File: src/rtl/jk_excitation_driver_if.sv
// Target handshake between a sequencing controller and jk_excitation_driver.
// The controller (master) offers a target state word; the driver (slave)
// signals when it can take one.
interface jk_excitation_driver_if #(
    parameter int WIDTH = 4
);
    logic [WIDTH-1:0] tgt_data;
    logic             tgt_valid;
    logic             tgt_ready;

    modport master (
        output tgt_data,
        output tgt_valid,
        input  tgt_ready
    );

    modport slave (
        input  tgt_data,
        input  tgt_valid,
        output tgt_ready
    );
endinterface

File: src/rtl/jk_excitation_driver.sv
// Write side for an external bank of JK flip-flops sharing clk.
// A captured target word is turned into per-bit J/K excitation from the
// current bank readback, driven for exactly one clock, then the readback is
// compared with the target (with optional re-drive attempts on mismatch).
// Build option: define JK_TOGGLE_DC_EN to resolve excitation don't-cares to 1
// (changing bits toggle with J=K=1); otherwise don't-cares resolve to 0.
module jk_excitation_driver #(
    parameter int WIDTH   = 4,
    parameter int RETRIES = 1
) (
    input  logic                 clk,
    input  logic                 rst_n,
    jk_excitation_driver_if.slave tgt,
    input  logic [WIDTH-1:0]     q_in,
    output logic [WIDTH-1:0]     j_out,
    output logic [WIDTH-1:0]     k_out,
    output logic                 busy,
    output logic                 done,
    output logic                 err,
    input  logic                 err_clr
);

    typedef enum logic [1:0] {
        IDLE  = 2'd0,
        DRIVE = 2'd1,
        CHECK = 2'd2
    } state_t;

    localparam logic [2:0] RETRY_MAX = 3'(RETRIES);

    state_t           state_reg, state_next;
    logic [WIDTH-1:0] target_reg, target_next;
    logic [WIDTH-1:0] j_reg, j_next;
    logic [WIDTH-1:0] k_reg, k_next;
    logic [2:0]       retry_reg, retry_next;
    logic             done_reg, done_next;
    logic             err_reg, err_next;
    logic             busy_reg, busy_next;
    logic             ready_reg, ready_next;

    logic [WIDTH-1:0] exc_tgt;
    logic [WIDTH-1:0] exc_j;
    logic [WIDTH-1:0] exc_k;

    // In IDLE the excitation is built for the incoming word; on a re-drive it
    // is rebuilt for the captured target against the fresh readback.
    assign exc_tgt = (state_reg == IDLE) ? tgt.tgt_data : target_reg;

    genvar gi;
    generate
        for (gi = 0; gi < WIDTH; gi++) begin : g_exc
`ifdef JK_TOGGLE_DC_EN
            // Don't-cares as 1: changing bits toggle, held bits force their level.
            assign exc_j[gi] = q_in[gi] | exc_tgt[gi];
            assign exc_k[gi] = ~(q_in[gi] & exc_tgt[gi]);
`else
            // Don't-cares as 0: only set a 0->1 bit, only reset a 1->0 bit.
            assign exc_j[gi] = ~q_in[gi] & exc_tgt[gi];
            assign exc_k[gi] = q_in[gi] & ~exc_tgt[gi];
`endif
        end
    endgenerate

    // State and output registers; async reset also kills an in-flight drive.
    always_ff @(posedge clk or negedge rst_n) begin
        if (!rst_n) begin
            state_reg  <= IDLE;
            target_reg <= '0;
            j_reg      <= '0;
            k_reg      <= '0;
            retry_reg  <= '0;
            done_reg   <= 1'b0;
            err_reg    <= 1'b0;
            busy_reg   <= 1'b0;
            ready_reg  <= 1'b0;
        end else begin
            state_reg  <= state_next;
            target_reg <= target_next;
            j_reg      <= j_next;
            k_reg      <= k_next;
            retry_reg  <= retry_next;
            done_reg   <= done_next;
            err_reg    <= err_next;
            busy_reg   <= busy_next;
            ready_reg  <= ready_next;
        end
    end

    // Next-state and next-output logic; J/K default to 0 so they are only
    // non-zero during a DRIVE cycle.
    always_comb begin
        state_next  = state_reg;
        target_next = target_reg;
        j_next      = '0;
        k_next      = '0;
        retry_next  = retry_reg;
        done_next   = 1'b0;
        err_next    = err_reg & ~err_clr;

        case (state_reg)
            IDLE: begin
                if (tgt.tgt_valid && ready_reg) begin
                    target_next = tgt.tgt_data;
                    j_next      = exc_j;
                    k_next      = exc_k;
                    retry_next  = '0;
                    state_next  = DRIVE;
                end
            end
            DRIVE: begin
                state_next = CHECK;
            end
            CHECK: begin
                if (q_in == target_reg) begin
                    done_next  = 1'b1;
                    state_next = IDLE;
                end else if (retry_reg < RETRY_MAX) begin
                    retry_next = retry_reg + 3'd1;
                    j_next     = exc_j;
                    k_next     = exc_k;
                    state_next = DRIVE;
                end else begin
                    // Failing compare sets err even if err_clr is high.
                    done_next  = 1'b1;
                    err_next   = 1'b1;
                    state_next = IDLE;
                end
            end
            default: begin
                state_next = IDLE;
            end
        endcase

        busy_next  = (state_next == DRIVE) || (state_next == CHECK);
        ready_next = (state_next == IDLE);
    end

    assign j_out         = j_reg;
    assign k_out         = k_reg;
    assign busy          = busy_reg;
    assign done          = done_reg;
    assign err           = err_reg;
    assign tgt.tgt_ready = ready_reg;

endmodule

File: src/flat_wrapper.sv
// flat-port wrapper written by rule: the top's interface ports become plain ports
module jk_excitation_driver_flat 
#(
    parameter int WIDTH   = 4,
    parameter int RETRIES = 1
)
  (clk, rst_n, q_in, j_out, k_out, busy, done, err, err_clr, tgt_tgt_data, tgt_tgt_valid, tgt_tgt_ready);
  jk_excitation_driver_if #(.WIDTH(WIDTH)) tgt_i ();
  input  logic clk;
  input  logic rst_n;
  input  logic [WIDTH-1:0] q_in;
  output logic [WIDTH-1:0] j_out;
  output logic [WIDTH-1:0] k_out;
  output logic busy;
  output logic done;
  output logic err;
  input  logic err_clr;
  input wire logic [$bits(tgt_i.tgt_data)-1:0] tgt_tgt_data;
  input wire logic [$bits(tgt_i.tgt_valid)-1:0] tgt_tgt_valid;
  output wire logic [$bits(tgt_i.tgt_ready)-1:0] tgt_tgt_ready;
  assign tgt_i.tgt_data = tgt_tgt_data;
  assign tgt_i.tgt_valid = tgt_tgt_valid;
  assign tgt_tgt_ready = tgt_i.tgt_ready;
  jk_excitation_driver #(.WIDTH(WIDTH), .RETRIES(RETRIES)) u_core (.clk(clk), .rst_n(rst_n), .tgt(tgt_i), .q_in(q_in), .j_out(j_out), .k_out(k_out), .busy(busy), .done(done), .err(err), .err_clr(err_clr));
endmodule
File: config.mk
export PLATFORM = sky130hd
export DESIGN_NAME = jk_excitation_driver_flat
export DESIGN_NICKNAME = d
export VERILOG_FILES = /design/src/rtl/jk_excitation_driver_if.sv /design/src/rtl/jk_excitation_driver.sv /design/src/flat_wrapper.sv
export SDC_FILE = /design/constraint.sdc
export NUM_CORES = 1
export LEC_CHECK = 0
export ABC_CLOCK_PERIOD_IN_PS = 1950
export CAP_MARGIN = 20
export CORE_MARGIN = 4
export CORE_UTILIZATION = 48
export DETAILED_ROUTE_END_ITERATION = 12
export PLACE_DENSITY = 0.77
export SETUP_SLACK_MARGIN = 0.15
export SYNTH_ARGS = -nofsm -noshare
export SYNTH_HDL_FRONTEND = slang
export SYNTH_SLANG_ARGS = --single-unit
File: constraint.sdc
create_clock -name clk -period 1.95 [get_ports clk]
set_input_delay 0.39 -clock clk [delete_from_list [all_inputs] [get_ports clk]]
set_output_delay 0.39 -clock clk [all_outputs]
set_load 0.1 [all_outputs]
==> impl_metrics.csv <==
group,metric,value,unit
synth,synthCells,85,
cts,worstSkewPairLatency,0.29,ns
outcome,status,"finished, final reports clean",
synth,syn_nets,99,
cts,cts_tree,"built",
synth,syn_area,1020,sq um
setup_path,reg2reg_slack,0.43,ns
sta,relSlewSlack,0.623,
grt,grt_pass1_vias,744,
layout,n_antenna_cell,0,
setup_path,cp_data_required_time,2.13,ns
layout,areaGrowthSynthToFinish,32.6,%
setup_path,path_class,"input port to flop",
detailed_routing,drtIter0Drc,17,
synth,synth_compound_area_frac,0.0979,
detailed_routing,via_count,766,
sta,fin_crit_sh,0.854,
setup_path,cp-startpoint,"q_in[0]",
detailed_routing,wl,2.09,mm
grt,grt_usage,0.161,
setup_path,start_kind,"input port",
cts,cts_buffer_depth,2,
die,start_util,0.511,
cts,hold_buffers,0,
cts,clk_pin_slew,0.11,ns
setup_path,end_kind,"flop",
sta,finalSetupViolCount,0,
setup_path,endpoint,"u_core.busy",
power_and_ir_drop,cellPowerDensity,1740,nW/um^2
die,die_height,54.2,microns
sta,holdWs,0.426,ns
synth,synth.ff_latch_count,21,
setup_path,reg2reg_from,"u_core.retry_reg[2]",
die,die_area,2930,sq um
sta,period_needed,1.66,ns
detailed_routing,final_antenna_net_count,0,
place,io_buffers,23,
die,core,2000,sq um
place,dpl.hpwl,1.58,mm
sta,maxSlewViolCount,0,
grt,grt_remaining_overflow,0,
cts,root_buffer,"clkbuf_4",
detailed_routing,firstDrtPassIters,4,
place,place.gp.congestion,0.793,
synth,yosysUniqueCellTypes,26,
layout,finalNonFillerCells,146,
power_and_ir_drop,vdd_drop_max,1170,uV
layout,nets,134,
cts,cts_resized,0,
setup_path,reg2reg_depth,3,
synth,syn_area_per_cell,12.0,sq um
setup_path,cp.arrival,1.85,ns
sta,fin_tns_setup,0,ns
power_and_ir_drop,p_leak,0.609,nW
die,row_count,16,
die,io_pins,24,
synth,yosys_warnings,0,
setup_path,reg2reg_to,"u_core.busy",
detailed_routing,wire_per_inst,14.3,microns
die,die_w,54.2,microns
layout,drive_gt1_frac,0.294,
synth,synthAdderAreaFrac,0.0245,
sta,worstMarginPinSlew,0.564,ns
cts,htreeDepth,1,
cts,post-cts-setup-buffers,0,
sta,hold_violations,0,
cts,cts.sinks,21,
synth,synth_top_family_by_area,"simple AND/OR/NAND/NOR gates",
sta,clock_skew,0.00754,ns
sta,grt_setup_unrepaired,"no",
sta,fmax,0.601,GHz
synth,synthSimpleGateAreaFrac,0.211,
synth,ys_seq_area_frac,0.514,
detailed_routing,avgViaCountPerCell,5.25,
setup_path,critPathMaxFanout,2,
cts,numCtsBuffers,3,
grt,antenna_found_initial,0,
synth,synthXorXnorAreaFrac,0.0343,
detailed_routing,drc,0,
place,numPlacedInstances,142,
job,drv_cap,0,
min_path,min_path_type,"input port to async pin",
synth,yosys-mux-area-fraction,0.0881,
grt,grt_pass1_wl,3.34,mm
grt,grt_max_degree,22,
cells in the mapped netlist, drive strengths merged:
cell type | number | area share
a21oi | 4 | 0.020
clkbuf | 2 | 0.0073
o21a | 5 | 0.037
or3 | 1 | 0.0061
mux2 | 8 | 0.088
o31a | 1 | 0.0086
nor3 | 5 | 0.049
nand4 | 4 | 0.024
xor2 | 4 | 0.034
nand4bb | 1 | 0.027
o32ai | 1 | 0.0086
nor2 | 5 | 0.021
dfrtp | 21 | 0.51
buf | 2 | 0.016
nor2b | 1 | 0.0061
nor4 | 1 | 0.021
nand3 | 5 | 0.024
nand4b | 1 | 0.0086
ha | 2 | 0.024
o31ai | 2 | 0.015
nand2b | 2 | 0.012
inv | 2 | 0.0073
nand2 | 3 | 0.011
o21ai | 2 | 0.0098
report_power, final:
group / total [mW] / internal [mW] / switching [mW]
logic: 1.43 / 0.448 / 0.985
registers: 0.723 / 0.594 / 0.128
clock network: 0.199 / 0.0793 / 0.120
cell usage in the layout, fill, tap and decap left out, drive strengths merged:
master         instances
inv                    2
ha                     2
xor2                   4
nor3                   5
o21a                   5
nand4                  4
nand4bb                1
nor2                   5
nand4b                 1
o21ai                  2
o31ai                  2
a21oi                  4
nand3                  5
nor2b                  1
nand2                  3
o31a                   1
o32ai                  1
buf                   23
or3                    1
clkdlybuf4s50         11
clkbuf                 4
nor4                   1
nand2b                 2
dfrtp                 21
mux2                   8
stage by stage:
| step | setup slack [ns] | utilization | power (mW) | cell area, sq um |
|---|---|---|---|---|
| global route | 0.270 | 0.677 | 2.49 | 1360 |
| detailed placement | -0.0182 | 0.664 | 2.17 | 1330 |
| finish | 0.286 | 0.677 | 2.35 | 1360 |
| CTS | 0.291 | 0.677 | 2.38 | 1360 |
| floorplan | 0.355 | - | 1.79 | 1020 |
| global placement | 0.0253 | 0.664 | 2.15 | 1330 |
kinds of logic (layout without fill, tap and decap cells):
group / Yosys count / after routing
mux: 8 / 8
simple gates: 29 / 29
flops: 21 / 21
fa+ha+maj: 2 / 2
xor+xnor: 4 / 4
buf+inv: 6 / 40
compound gates: 15 / 15
worst max-delay path: stages:
cell and delay (ns):
clkdlybuf4s50_1 0.51, xor2_1 0.29, nor4_4 0.06, o31a_1 0.30, ha_1 0.30
area by class of cell:
class	count	area, sq um
clock buffers	4	26.3
fillers	160	647
inverters	2	7.51
multi-input cells	58	465
flip-flops and latches	21	527
well taps	27	33.8
repair buffers	34	295
worst min-delay path by stage:
stage                     slack, ns  depth (start not counted)                    to
after global routing           0.42                          2       u_core.j_out[0]
after global placement         0.51                          2            u_core.err
after detailed placement       0.52                          1  u_core.target_reg[2]
after CTS                      0.42                          2       u_core.j_out[0]
after floorplan                0.09                          0           u_core.busy
final                          0.43                          2  u_core.target_reg[2]
routing by layer:
metal / vias to the layer above / part of all wire / global-route usage
li1: 373 / - / -
met1: 371 / 0.45 / 0.220
met2: 20 / 0.49 / 0.255
met3: 2 / 0.052 / 0.0277
met4: 0 / 0.0086 / 0.0539
met5: - / 0 / 0
Note: power is estimated with default switching activity, not from simulation.
==> RTL change, RTL diff (same settings) <==
The option `JK_TOGGLE_DC_EN` is turned on by a define.
--- a/src/rtl/jk_excitation_driver.sv
+++ b/src/rtl/jk_excitation_driver.sv
@@ -5,4 +5,6 @@
 // Build option: define JK_TOGGLE_DC_EN to resolve excitation don't-cares to 1
 // (changing bits toggle with J=K=1); otherwise don't-cares resolve to 0.
+`define JK_TOGGLE_DC_EN
+
 module jk_excitation_driver #(
     parameter int WIDTH   = 4,
Function: changed (Yosys sat finds a counterexample within 4 cycles, from zero or initial values and one cycle with rst_n low).
==> RTL change against the original RTL <==
  * Non-clock buffer count shrank 2
  * Register-to-register slack worse by 0.10 ns
  * Count of clock-buffer cells in the layout did not move
  * Area after synthesis is 4.3% lower
  * Routed wire length decreased by 8.6%
  * Worst setup slack worse by 0.015 ns
  * Global-route usage decreased by 0.19 points
  * Sequential cell count did not move
  * Final area fell by 5.1%
Power is not shown: default switching activity piles up to over one toggle a cycle in this logic, so the estimate is an artifact.
==> RTL change: results <==
metrics = {
    "sta": {
        "worst_pin_slew_ns": 0.4434,
        "whs_ns": 0.4145,
        "min_period_ns": 1.680,
        "fin_skew_ns": 0.01125,
    },
    "critical_path": {
        "critical-path-slowest-cell": "clkdlybuf4s50_1",
        "r2r_slack_ns": 0.33,
        "rr_startpoint": "u_core.state_reg[0]$_DFF_PN0_",
        "crit_start": "q_in[2]",
        "r2r-end": "u_core.k_out[3]$_DFF_PN0_",
    },
    "routing": {
        "drt-vias-per-instance": 5.365,
        "num_vias": 735,
        "routed_wl_microns": 1913,
        "dr.first_iter.drc_count": 27,
    },
    "global_routing": {
        "grt_use_total": 0.1588,
        "grt_max_degree": 22,
        "grt_pass1_vias": 765,
    },
    "synthesis": {
        "synth-xor-area-share": 0.03581,
        "syn-num-nets": 91,
        "synthMuxAreaShare": 0.1113,
        "yosysWarnings": 0,
        "synth_fa_ha_area_frac": 0.02558,
        "synth_common_cells": "dfrtp_1, a221oi_1, mux2_2, inv_1, xor2_1",
        "synth_cells": 77,
        "synth_compound_area_frac": 0.1573,
        "ys_seq_area_frac": 0.5371,
    },
    "placement": {
        "preCtsSetupSlack_ns": -0.05476,
        "post_dp_cell_area_sq_um": 1260,
        "io_buffers": 23,
        "gp_congestion": 0.6980,
        "place_hpwl_microns": 1438,
        "place_inst": 133,
    },
    "layout": {
        "final_layout_size_suffix_gt1_frac": 0.3273,
        "fillers": 154,
    },
    "status": {
        "outcome": "finished, final reports clean",
    },
}
-- RTL change: cell types whose count changed after synthesis, moves of 4 or more --
| cell | change |
|---|---|
| nor3_2 | -5 |
| a21oi_1 | -4 |
| mux2_2 | +7 |
| a221oi_1 | +7 |
| nand4_1 | -4 |
| mux2_1 | -8 |
| nor2_1 | -4 |
-- RTL change: metal layers --
| layer | vias up | routed length, microns | GRT usage |
|---|---|---|---|
| met5 | - | 0 | 0 |
| met4 | 0 | 18 | 0.09787 |
| met3 | 2 | 93 | 0.03099 |
| met2 | 15 | 1021 | 0.2707 |
| met1 | 363 | 780 | 0.1807 |
| li1 | 355 | - | - |
-- RTL change: layout make-up --
type                            instances  area [sq um]  area share
Clock buffer                            4         26.28     0.02043
Inverter                                5         18.77     0.01459
Multi-Input combinational cell         48         412.9      0.3210
Sequential cell                        21         526.8      0.4095
Tap cell                               27         33.78     0.02626
Timing Repair Buffer                   32         267.8      0.2082
